## config.mk

```make
export PLATFORM = sky130hd
export DESIGN_NAME = mips_cpu_lsu
export DESIGN_NICKNAME = d
export VERILOG_FILES = /design/src/rtl/mips_cpu_lsu.sv
export SDC_FILE = /design/constraint.sdc
export NUM_CORES = 1
export LEC_CHECK = 0
export CORE_MARGIN = 2
export CORE_UTILIZATION = 60
export CTS_BUF_LIST = sky130_fd_sc_hd__clkbuf_8
export DETAILED_ROUTE_END_ITERATION = 8
export DONT_BUFFER_PORTS = 1
export PLACE_DENSITY_LB_ADDON = 0.08
export REMOVE_ABC_BUFFERS = 1
export SETUP_SLACK_MARGIN = 0.1
export SLEW_MARGIN = 20
export SYNTH_ARGS = -nofsm -noshare
export SYNTH_HDL_FRONTEND = slang
export SYNTH_SLANG_ARGS = --single-unit
export TNS_END_PERCENT = 10
```

## constraint.sdc

```tcl
create_clock -name clk -period 4.25 [get_ports clk]
set_input_delay 0.85 -clock clk [delete_from_list [all_inputs] [get_ports clk]]
set_output_delay 0.85 -clock clk [all_outputs]
set_load 0.02 [all_outputs]
```

## src/rtl/mips_cpu_lsu.sv

```systemverilog
// Load/store unit: one word-aligned Avalon read/write per memory op; the raw aligned word is returned with the opcode and addr[1:0].
// Accept->done is 2+wait cycles and req_ready is high only in IDLE; waitrequest stalls until TIMEOUT_CYCLES, then err.
module mips_cpu_lsu #(
  parameter int TIMEOUT_CYCLES = 255
) (
  input  logic        clk,
  input  logic        reset_n,
  input  logic        req_valid,
  output logic        req_ready,
  input  logic [5:0]  req_opcode,
  input  logic [31:0] req_addr,
  input  logic [31:0] req_wdata,
  output logic [31:0] bus_address,
  output logic        bus_read,
  output logic        bus_write,
  output logic [3:0]  bus_byteenable,
  output logic [31:0] bus_writedata,
  input  logic [31:0] bus_readdata,
  input  logic        bus_waitrequest,
  output logic        done,
  output logic [31:0] load_word,
  output logic [5:0]  load_opcode,
  output logic [1:0]  load_addr_lo,
  output logic        err
);

  typedef enum logic [1:0] {S_IDLE, S_BUS, S_RESP, S_FAULT} state_t;

  localparam logic [7:0] LP_CNT_LAST = 8'(TIMEOUT_CYCLES - 1);

  state_t      r_state;
  state_t      w_next;
  logic [7:0]  r_cnt;
  logic        r_is_load;
  logic [5:0]  r_op;
  logic [1:0]  r_lo;
  logic [31:0] r_addr;
  logic [31:0] r_wdata;
  logic [3:0]  r_be;
  logic [31:0] r_load_word;
  logic [5:0]  r_load_op;
  logic [1:0]  r_load_lo;

  logic        w_legal;
  logic        w_load;
  logic        w_misal;
  logic        w_ok;
  logic [3:0]  w_be;
  logic [31:0] w_wdata;
  logic        w_finish;

  // Opcode decode: legality, alignment, lane enables and lane-replicated store data
  always_comb begin
    w_legal = 1'b0;
    w_load  = 1'b0;
    w_misal = 1'b0;
    w_be    = 4'b1111;
    w_wdata = req_wdata;
    case (req_opcode)
      6'b100000, 6'b100010, 6'b100100, 6'b100110: begin
        w_legal = 1'b1;
        w_load  = 1'b1;
      end
      6'b100001, 6'b100101: begin
        w_legal = 1'b1;
        w_load  = 1'b1;
        w_misal = req_addr[0];
      end
      6'b100011: begin
        w_legal = 1'b1;
        w_load  = 1'b1;
        w_misal = |req_addr[1:0];
      end
      6'b101000: begin
        w_legal = 1'b1;
        w_be    = 4'b0001 << req_addr[1:0];
        w_wdata = {4{req_wdata[7:0]}};
      end
      6'b101001: begin
        w_legal = 1'b1;
        w_misal = req_addr[0];
        w_be    = req_addr[1] ? 4'b1100 : 4'b0011;
        w_wdata = {2{req_wdata[15:0]}};
      end
      6'b101011: begin
        w_legal = 1'b1;
        w_misal = |req_addr[1:0];
      end
      default: ;
    endcase
  end

  assign w_ok = w_legal && !w_misal;

  always_ff @(posedge clk or negedge reset_n) begin
    if (!reset_n) begin
      r_state <= S_IDLE;
    end else begin
      r_state <= w_next;
    end
  end

  always_comb begin
    w_next    = r_state;
    req_ready = 1'b0;
    bus_read  = 1'b0;
    bus_write = 1'b0;
    done      = 1'b0;
    err       = 1'b0;
    case (r_state)
      S_IDLE: begin
        req_ready = 1'b1;
        if (req_valid) begin
          w_next = w_ok ? S_BUS : S_FAULT;
        end
      end
      S_BUS: begin
        bus_read  = r_is_load;
        bus_write = !r_is_load;
        if (!bus_waitrequest) begin
          w_next = S_RESP;
        end else if (r_cnt == LP_CNT_LAST) begin
          w_next = S_FAULT;
        end
      end
      S_RESP: begin
        done   = 1'b1;
        w_next = S_IDLE;
      end
      S_FAULT: begin
        err    = 1'b1;
        w_next = S_IDLE;
      end
      default: w_next = S_IDLE;
    endcase
  end

  // Completion metadata is written on entry to RESP/FAULT so it is valid alongside done/err
  assign w_finish = (w_next == S_RESP) || (w_next == S_FAULT);

  always_ff @(posedge clk or negedge reset_n) begin
    if (!reset_n) begin
      r_cnt       <= 8'd0;
      r_is_load   <= 1'b0;
      r_op        <= 6'd0;
      r_lo        <= 2'd0;
      r_addr      <= 32'd0;
      r_wdata     <= 32'd0;
      r_be        <= 4'd0;
      r_load_word <= 32'd0;
      r_load_op   <= 6'd0;
      r_load_lo   <= 2'd0;
    end else begin
      if (r_state == S_IDLE && req_valid && w_ok) begin
        r_cnt     <= 8'd0;
        r_is_load <= w_load;
        r_op      <= req_opcode;
        r_lo      <= req_addr[1:0];
        r_addr    <= {req_addr[31:2], 2'b00};
        r_wdata   <= w_wdata;
        r_be      <= w_be;
      end
      if (r_state == S_BUS) begin
        if (bus_waitrequest) begin
          r_cnt <= r_cnt + 8'd1;
        end else if (r_is_load) begin
          r_load_word <= bus_readdata;
        end
      end
      if (w_finish) begin
        r_load_op <= (r_state == S_IDLE) ? req_opcode : r_op;
        r_load_lo <= (r_state == S_IDLE) ? req_addr[1:0] : r_lo;
      end
    end
  end

  assign bus_address    = r_addr;
  assign bus_byteenable = r_be;
  assign bus_writedata  = r_wdata;
  assign load_word      = r_load_word;
  assign load_opcode    = r_load_op;
  assign load_addr_lo   = r_load_lo;

endmodule

```

==> results of run 1 <==
worst max-delay path, cell delays in order (launching register included):
cell and delay [ns]:
sky130_fd_sc_hd__dfrtp_1 0.47, sky130_fd_sc_hd__nor2b_2 0.27, sky130_fd_sc_hd__nor2b_1 0.42
worst max-delay path by stage:
stage / start / to / cells after the start / slack, ns
floorplan: req_opcode[0] / bus_byteenable[0] / 5 / 0.09
global placement: req_opcode[3] / r_cnt[1] / 6 / 1.58
detailed placement: req_opcode[3] / bus_writedata[15] / 5 / 1.50
CTS: r_state[0] / bus_write / 2 / 1.78
global route: r_state[0] / bus_writedata[21] / 6 / 1.70
finish: r_state[0] / bus_write / 2 / 1.81
layer usage:
metal	global-route usage (%)	part of all wire, %	up-vias
li1	-	-	1670
met1	28.7	39	1623
met2	38.0	49	166
met3	11.4	11	16
met4	6.74	1.3	0
met5	0	0	-
layout make-up:
cell class | count | area (um^2)
multi-input cells | 350 | 2060
clock buffers | 18 | 248
repair buffers | 4 | 42.5
inverters | 3 | 11.3
fillers | 723 | 2900
well taps | 108 | 135
clock inverters | 14 | 156
flip-flops and latches | 125 | 3130
logic make-up after synthesis:
kind of cell | after synthesis
AND/OR/NAND/NOR | 218
multiplexers | 73
other | 1
flip-flops | 125
adder cells (fa/ha/maj) | 2
XOR/XNOR | 1
AO/OA/AOI/OAI | 54
buffers and inverters | 32
state kept, by name, indices dropped and copies added, names as in the netlist:
register        cells
load_addr_lo        2
load_word          32
r_op                6
r_lo                2
r_state             2
bus_address        30
bus_writedata      32
bus_byteenable      4
r_is_load           1
r_cnt               8
load_opcode         6
through the flow:
| step | util, % | hold WS [ns] | area [um^2] | setup WS, ns | std cells |
|---|---|---|---|---|---|
| finish | 66.6 | 0.108 | 5780 | 1.81 | 622 |
| global placement | 62.0 | 0.446 | 5380 | 1.58 | 590 |
| CTS | 66.6 | 0.0794 | 5780 | 1.78 | 622 |
| floorplan | - | 0.430 | 5190 | 0.0858 | 478 |
| global route | 66.6 | 0.0738 | 5780 | 1.70 | 622 |
| detailed placement | 62.0 | 0.452 | 5380 | 1.50 | 590 |
cell usage in the layout (no fill, tap or decap), types with 3 or more instances in the layout:
cell type	instances
sky130_fd_sc_hd__nand2b_1	3
sky130_fd_sc_hd__inv_6	7
sky130_fd_sc_hd__nor2_1	9
sky130_fd_sc_hd__o21ai_0	40
sky130_fd_sc_hd__nand2_1	171
sky130_fd_sc_hd__nor2b_1	4
sky130_fd_sc_hd__nand3_1	14
sky130_fd_sc_hd__inv_1	4
sky130_fd_sc_hd__dfrtp_1	125
sky130_fd_sc_hd__mux2_2	47
sky130_fd_sc_hd__o211ai_1	3
sky130_fd_sc_hd__mux2i_1	25
sky130_fd_sc_hd__clkbuf_8	18
sky130_fd_sc_hd__and2_1	5
sky130_fd_sc_hd__buf_4	3
sky130_fd_sc_hd__a31oi_1	5
sky130_fd_sc_hd__clkinvlp_4	3
power by group through the flow:
stage | Combinational [W] | Sequential (W) | Clock [W]
finish | 0.000795 | 0.00271 | 0.00105
global route | 0.000913 | 0.00278 | 0.00112
CTS | 0.000811 | 0.00272 | 0.00107
detailed placement | 0.000814 | 0.00273 | 0
global placement | 0.000763 | 0.00273 | 0
floorplan | 0.000672 | 0.00260 | 0
==> run metrics, run 1 <==
clock-pin slew on the worst setup and hold paths=about 0.070 ns; buffers from clock root to sink, at most=2; result of the run=completed; chip width=98.4 um; Post-DRT Antenna Nets=0; std cell rows=34; number of different library cells in the post-synthesis netlist=37; type of the setup path with the least slack=flop to output pin; post-synthesis adder-cell area fraction=0.468%; number of storage elements in the synthesis netlist=approximately 130; Num CTS Buffers=17; synthesized-area fraction occupied by xor and xnor cells=0.164%; number of max-cap violations=0; terminus of the critical flop-to-flop path=bus_writedata[15]; mux cell area share after synthesis=14.8%; top cell type's share of synthesized area=58.5%; net switching power figure=around 0.0019 W; number of cell instances on the worst register-to-register path=6; Sinks on Clock Net=125; clock latency of the later-clocked register in the worst-skew pair=between 0.4 and 0.5 ns; Rel. slew slack=57.6%; Synth Area per Inst=approximately 11 um^2; global placement routability congestion=0.795; crit start category=flop; skew final=0.00775 ns; effective utilization at floorplan=61.6%; total power per unit cell area=787 nW/um^2; instance count of the mapped netlist=506; Vias=3475; core area=8680 um^2; HPWL reported at the end of detailed placement=7740 um; leading register cell type out of synthesis=sky130_fd_sc_hd__dfrtp_1; H-Tree Depth=4; Sw Share=between 40 and 50%; worst slew pin tran=~0.64 ns; RSZ-0062 raised after global routing=false; Flop pwr share=between 50% and 60%; clock tree root buffer cell=sky130_fd_sc_hd__clkbuf_8; internal power component=roughly 0.0027 W; power share of the clock group=a little under a quarter; total of hold buffers inserted after clock tree synthesis=0; number of global-route vias before repair=3509; drt pass-1 iters=5; top achievable clock speed=0.410 GHz; buffers inserted by post-CTS timing repair=0; netlist area before placement=between 5000 and 6000 um^2; post-route fraction of the period consumed by the critical path=57.3%; setup slack on the worst flop-to-flop path=1.85 ns; critical path endpoint category=output pin; setup violation total in the final timing report=0; peak supply drop=0.337 mV; net total in the final layout=609; 1st-iter DRT viols=between 100 and 150; largest cells by area after synthesis=sky130_fd_sc_hd__dfrtp_1 (58%), sky130_fd_sc_hd__nand2_1 (12%), sky130_fd_sc_hd__mux2_2 (9.9%); overall power consumption=roughly 0.0045 W; final routed wire length divided by cell count=18.1 um; Leakage Power=2.76 nW; TritonCTS clock tree=done; Inserted Diodes=0; final wirelength=11300 um; cells resized by post-CTS repair=0; library cell with the highest instance count after synthesis=sky130_fd_sc_hd__nand2_1; fraction of layout instances using a drive strength above 1=between 10% and 20%; IO Pins=about 220; ys async rst share=between 90% and 100%; highest fanout seen on the critical path=5; Final min period=2.44 ns; Area Growth Syn to Fin=8.07%; number of design rule violations left after detail routing=0; total count of max-transition violations in the final report=0; fraction of power consumed by combinational cells=17.5%; height of the die=98.4 um; largest net degree at the start of global routing=~130; area leader, netlist=sky130_fd_sc_hd__dfrtp_1; setup tns final=0 ns; leftover overflow at the end of global routing=0; R2R Path Start=r_state[0]; proportion of synthesized chip area in sequential cells=58.5%; number of buffer cells added on primary ports=0; data required time of the worst path=approximately 3.4 ns; final hold violation count=0; number of enable-type register cells in the synthesized netlist=0; compound-cell area share of the yosys netlist=5.68%; via/cell ratio=5.59; Total Routing Usage GR=23.6%; path category of the worst min-delay check=primary input to async pin; share of synthesized cell area in and, or, nand and nor gates=around 17%; total of warnings raised by yosys=0; crit path DAT=around 1.6 ns; dominant combinational cell family by area after synthesis=simple AND/OR/NAND/NOR gates; initial antenna violation count=0; die outline area=9690 um^2; synth cell count leaders=sky130_fd_sc_hd__nand2_1 (171), sky130_fd_sc_hd__dfrtp_1 (125), sky130_fd_sc_hd__mux2_2 (47); wire length of the first global-routing pass=between 15000 and 20000 um
Power figures use the tool's default switching activity.
==> inputs of run 2 (changes only) <==
- CORE_UTILIZATION: 60 -> 59
- clock period: 4.25 -> 2.05 ns (I/O delays scaled with it)
==> run 2 against run 1 <==
  * The flow now finishes with violations (hold timing)
  * Wire length grew 1.2%
  * Clock-buffer cell count did not move
  * Global-route usage barely moved
  * Critical path depth increased by 1
  * Flip-flop and latch count unchanged
  * Largest cell class unchanged
==> run metrics, run 2 (synthesis results as in run 1) <==
number of cell instances on the worst register-to-register path=5 (-1); number of buffer cells added on primary ports=0 (unchanged); Sw Share=41.6% (+0.41 points); final hold slack=-0.337 ns (-0.444 ns); peak supply drop=0.746 mV (+120%); RSZ-0062 raised after global routing=true; core area=8760 um^2 (+0.98%); clock tree root buffer cell=sky130_fd_sc_hd__clkbuf_8; net total in the final layout=617 (+1.3%); effective utilization at floorplan=61.0% (-0.60 points); IO Pins=219 (unchanged); power share of the clock group=21.9% (-1.1 points); number of max-cap violations=0 (unchanged); number of design rule violations left after detail routing=0 (unchanged); number of global-route vias before repair=3499 (-0.28%); HPWL reported at the end of detailed placement=7890 um (+1.8%); top achievable clock speed=0.531 GHz; TritonCTS clock tree=done; type of the setup path with the least slack=flop to output pin; clock-pin slew on the worst setup and hold paths=0.08 ns (about the same); final hold violation count=125 (+125); crit path DAT=1.47 ns (-0.12 ns); setup violation total in the final timing report=0 (unchanged); global placement routability congestion=0.729 (-8.4%); Sinks on Clock Net=125 (unchanged); 1st-iter DRT viols=145 (+28%); path category of the worst min-delay check=primary input to async pin; result of the run=finished, violations left; total power per unit cell area=1600 nW/um^2 (+100%); critical path endpoint category=output pin; setup slack on the worst flop-to-flop path=0.26 ns (-1.59 ns); chip width=99.2 um (+0.81%); fraction of layout instances using a drive strength above 1=18.8% (+1.5 points); net switching power figure=0.00391 W (+110%); data required time of the worst path=1.64 ns (-1.76 ns); total count of max-transition violations in the final report=0 (unchanged); number of placed instances with taps included=598 (+1.4%); Leakage Power=2.82 nW (+1.9%); final routed wire length divided by cell count=18.1 um (-0.12%); clock latency of the later-clocked register in the worst-skew pair=0.43 ns (about the same); Flop pwr share=59.9% (+0.4 points); die outline area=9840 um^2 (+1.6%); buffers from clock root to sink, at most=2 (unchanged); H-Tree Depth=4 (unchanged); leftover overflow at the end of global routing=0 (unchanged); Post-DRT Antenna Nets=0 (unchanged); R2R Path Start=r_state[0]; Final min period=1.88 ns; skew final=0.0176 ns (+0.00990 ns); number of standard cells in the layout, taps in and fillers out=630 (+1.3%); via/cell ratio=5.63 (+0.78%); most common cell after layout, fill and taps aside=sky130_fd_sc_hd__nand2_1; Total Routing Usage GR=23.7% (+0.046 points); Inserted Diodes=0 (unchanged); wire length of the first global-routing pass=18100 um (+0.92%); top library cells by usage in the layout, fill and taps aside=sky130_fd_sc_hd__nand2_1 (171), sky130_fd_sc_hd__dfrtp_1 (125), sky130_fd_sc_hd__mux2_2 (47), sky130_fd_sc_hd__o21ai_0 (40), sky130_fd_sc_hd__mux2i_1 (25); Area Growth Syn to Fin=9.85%; initial antenna violation count=0 (unchanged); std cell rows=34 (unchanged); height of the die=99.2 um (+0.81%); final wirelength=11400 um (+1.2%); Vias=3547 (+2.1%); drt pass-1 iters=4 (-1); crit start category=flop; largest net degree at the start of global routing=126 (unchanged); internal power component=0.00547 W (+100%); terminus of the critical flop-to-flop path=load_word[24]; violated checks=hold timing; highest fanout seen on the critical path=5 (unchanged); Num CTS Buffers=17 (unchanged); post-route fraction of the period consumed by the critical path=91.9%; buffers inserted by post-CTS timing repair=0 (unchanged); fraction of power consumed by combinational cells=18.1% (+0.6 points)
## run 2: power groups by stage
stage	logic, W	registers, W	clock network [W]
finish	0.00170	0.00562	0.00206
global route	0.00196	0.00576	0.00221
CTS	0.00173	0.00565	0.00210
detailed placement	0.00173	0.00568	0
global placement	0.00163	0.00566	0
floorplan	0.00139	0.00539	0
## run 2: per-stage QoR
step	power (W)	worst slack, ns	area, um^2	TNS [ns]	utilization, %
finish	0.00938	0.166	5880	0	67.0
global route	0.00994	0.0772	5880	0	67.0
CTS	0.00948	0.142	5870	0	67.0
detailed placement	0.00741	0.0646	5490	0	62.6
global placement	0.00729	0.139	5490	0	62.6
floorplan	0.00679	-1.82	5190	-136.99	-
## run 2: cell type report
| class | count | area, um^2 |
|---|---|---|
| multi-input cells | 350 | 2070 |
| flip-flops and latches | 125 | 3130 |
| well taps | 108 | 135 |
| clock inverters | 14 | 135 |
| fillers | 703 | 2890 |
| inverters | 3 | 11.3 |
| clock buffers | 18 | 248 |
| repair buffers | 12 | 153 |
## run 2: worst max-delay path: stages, from the launching register on
cell and delay [ns]:
sky130_fd_sc_hd__dfrtp_1 0.47, sky130_fd_sc_hd__nor2b_2 0.27, sky130_fd_sc_hd__and2_1 0.17, sky130_fd_sc_hd__buf_4 0.14
## run 2: worst max-delay path by stage
stage | endpoint | startpoint
global route | bus_read | r_state[0]
CTS | bus_read | r_state[0]
floorplan | bus_byteenable[0] | r_state[0]
finish | bus_read | r_state[0]
detailed placement | load_opcode[2] | req_opcode[3]
global placement | load_opcode[3] | req_opcode[3]
## run 2: repair_timing
item                                    CTS  global route
endpoints found under the setup margin    1            10
gates resized for setup                   1             1
cloned                                    0             0
endpoints found under the hold margin   125           125
## run 2: per-layer routing
| metal | GRT usage [%] | part of all wire (%) | up-vias |
|---|---|---|---|
| met4 | 8.54 | 1.5 | 0 |
| met2 | 37.6 | 48 | 171 |
| met3 | 10.8 | 10 | 15 |
| met5 | 0 | 0 | - |
| met1 | 28.7 | 40 | 1669 |
| li1 | - | - | 1692 |
==> inputs of run 3 (changes only) <==
- CORE_ASPECT_RATIO: not set -> 0.5
==> run 3 against run 2 <==
  * The run still ends with hold timing left
  * Largest power group unchanged
  * Design area grew 0.26%
  * Via count down 1.9%
  * Power grew 1.5%
  * Fmax is 3.4% higher
  * Sequential power barely moved
  * Utilization up 0.13 points
  * Clock power is 8% higher
==> run metrics, run 3 (synthesis results as in run 1) <==
result of the run=finished, violations left; violated checks=hold timing; final wirelength=11200 um (-1.8%); Sinks on Clock Net=125 (unchanged); die outline area=9890 um^2 (+0.47%); via/cell ratio=5.45 (-3.1%); top library cells by usage in the layout, fill and taps aside=sky130_fd_sc_hd__nand2_1 (171), sky130_fd_sc_hd__dfrtp_1 (124), sky130_fd_sc_hd__mux2_2 (47), sky130_fd_sc_hd__o21ai_0 (40), sky130_fd_sc_hd__mux2i_1 (25); most common cell after layout, fill and taps aside=sky130_fd_sc_hd__nand2_1; Inserted Diodes=0 (unchanged); number of standard cells in the layout, taps in and fillers out=638 (+1.3%); Leakage Power=2.81 nW (-0.15%); Final min period=1.82 ns (-0.0625 ns); total count of max-transition violations in the final report=0 (unchanged); HPWL reported at the end of detailed placement=7560 um (-4.2%); number of global-route vias before repair=3382 (-3.3%); slowest library cell on the worst path=sky130_fd_sc_hd__dfrtp_2; crit start category=flop; number of buffer cells added on primary ports=0 (unchanged); Post-DRT Antenna Nets=0 (unchanged); largest net degree at the start of global routing=126 (unchanged); number of max-cap violations=0 (unchanged); chip width=139 um (+40%); highest fanout seen on the critical path=5 (unchanged); Num CTS Buffers=17 (unchanged); path category of the worst min-delay check=primary input to async pin; buffers from clock root to sink, at most=2 (unchanged); Multi-input gate area=2060 um^2 (-0.18%); clock-pin slew on the worst setup and hold paths=0.08 ns (about the same); total power per unit cell area=1620 nW/um^2 (+1.3%); Vias=3479 (-1.9%); TritonCTS clock tree=done; layout filler cell count=689 (-2.0%); H-Tree Depth=4 (unchanged); clock tree root buffer cell=sky130_fd_sc_hd__clkbuf_8; number of cell instances on the worst register-to-register path=6 (+1); effective utilization at floorplan=61.0% (about the same); critical path depth in cells=3 (unchanged); skew final=0.0131 ns (-0.00456 ns); IO Pins=219 (unchanged); final hold violation count=125 (unchanged); leftover overflow at the end of global routing=0 (unchanged); number of design rule violations left after detail routing=0 (unchanged); final routed wire length divided by cell count=17.5 um (-3.0%); 1st-iter DRT viols=280 (+93%); final hold slack=-0.338 ns (-0.00141 ns); area used by sequential logic in the layout=3130 um^2 (about the same); fraction of layout instances using a drive strength above 1=19.0% (+0.23 points); buffers inserted by post-CTS timing repair=0 (unchanged); post-route fraction of the period consumed by the critical path=88.8% (-3.0 points); Worst setup startpoint=r_state[0]; Area Growth Syn to Fin=10.1%; type of the setup path with the least slack=flop to output pin; Total Routing Usage GR=23.7% (+0.054 points); peak supply drop=0.877 mV (+17%); clock latency of the later-clocked register in the worst-skew pair=0.43 ns (about the same); data required time of the worst path=1.64 ns (about the same); cells traversed along the worst timing path=nor2b_2, and2_1, buf_4; terminus of the critical flop-to-flop path=r_cnt[2]; termination of the worst setup path=bus_read; setup violation total in the final timing report=0 (unchanged); RSZ-0062 raised after global routing=true; number of placed instances with taps included=607 (+1.5%); final design area excluding fillers=5890 um^2 (+0.26%); crit path DAT=1.41 ns (-0.06 ns); gate family responsible for the most delay along the worst path=flip-flops; net total in the final layout=617 (unchanged); Area after DPL=5470 um^2 (-0.25%); slowest cell delay on critical path=0.46 ns (about the same); wire length of the first global-routing pass=18100 um (-0.11%); R2R Path Start=r_state[1]; top achievable clock speed=0.549 GHz (+3.4%); number of buffers and inverters on the critical path=1 (unchanged); initial antenna violation count=0 (unchanged); drt pass-1 iters=4 (unchanged); height of the die=71.3 um (-28%); global placement routability congestion=0.801 (+9.9%); core area=8770 um^2 (about the same); critical path endpoint category=output pin; setup slack on the worst flop-to-flop path=0.23 ns (-0.03 ns); std cell rows=24 (-29%)
==> run 3: cell count changes in the layout (fill, tap and decap cells not counted), sizes merged <==
cell,delta
inv,-6
bufinv,+2
clkinvlp,+1
clkinv,+2
==> run 3: timing repair <==
| item | CTS | global route |
|---|---|---|
| endpoints found under the hold margin | 125 | 125 |
| resized for setup | 1 | 1 |
| endpoints found under the setup margin | 1 | 4 |
==> run 3: where the power goes <==
group / internal (W) / switching [W]
registers: 0.00356 / 0.00205
clock network: 0.00123 / 0.00100
logic: 0.000891 / 0.000782
==> run 3: routing by layer <==
| metal | GRT usage [%] | wire length, um | vias up |
|---|---|---|---|
| met5 | 0 | 0 | - |
| met4 | 11.1 | 177 | 0 |
| met3 | 8.62 | 861 | 14 |
| met2 | 37.3 | 5440 | 134 |
| met1 | 30.1 | 4710 | 1650 |
| li1 | - | - | 1681 |
==> run 3: per-stage QoR <==
step	worst slack [ns]	hold slack, ns	utilization, %	TNS, ns	power (W)
2_1_floorplan	-1.82	0.114	-	-136.99	0.00679
3_3_place_gp	0.197	0.117	62.4	0	0.00728
3_5_place_dp	0.124	0.116	62.4	0	0.00737
4_1_cts	0.117	-0.370	67.2	0	0.00963
5_1_grt	0.0999	-0.375	67.2	0	0.0101
6_report	0.229	-0.338	67.2	0	0.00952
==> run 3: worst min path at each step <==
stage	from	endpoint	slack [ns]	depth (start not counted)
floorplan	reset_n	bus_address[10]	0.11	0
global placement	reset_n	bus_address[4]	0.12	0
detailed placement	reset_n	bus_address[13]	0.12	0
CTS	reset_n	bus_address[4]	-0.37	0
global route	reset_n	bus_writedata[16]	-0.37	0
finish	reset_n	bus_address[4]	-0.34	0
==> run 3: cell type report <==
cell class                 count  share of cell area [%]
clock buffer                  18                    4.21
clock inverter                13                    2.82
inverter                       3                   0.191
multi-input combinational    350                    35.0
sequential                   125                    53.1
tap                          117                    2.49
timing repair buffer          12                    2.17
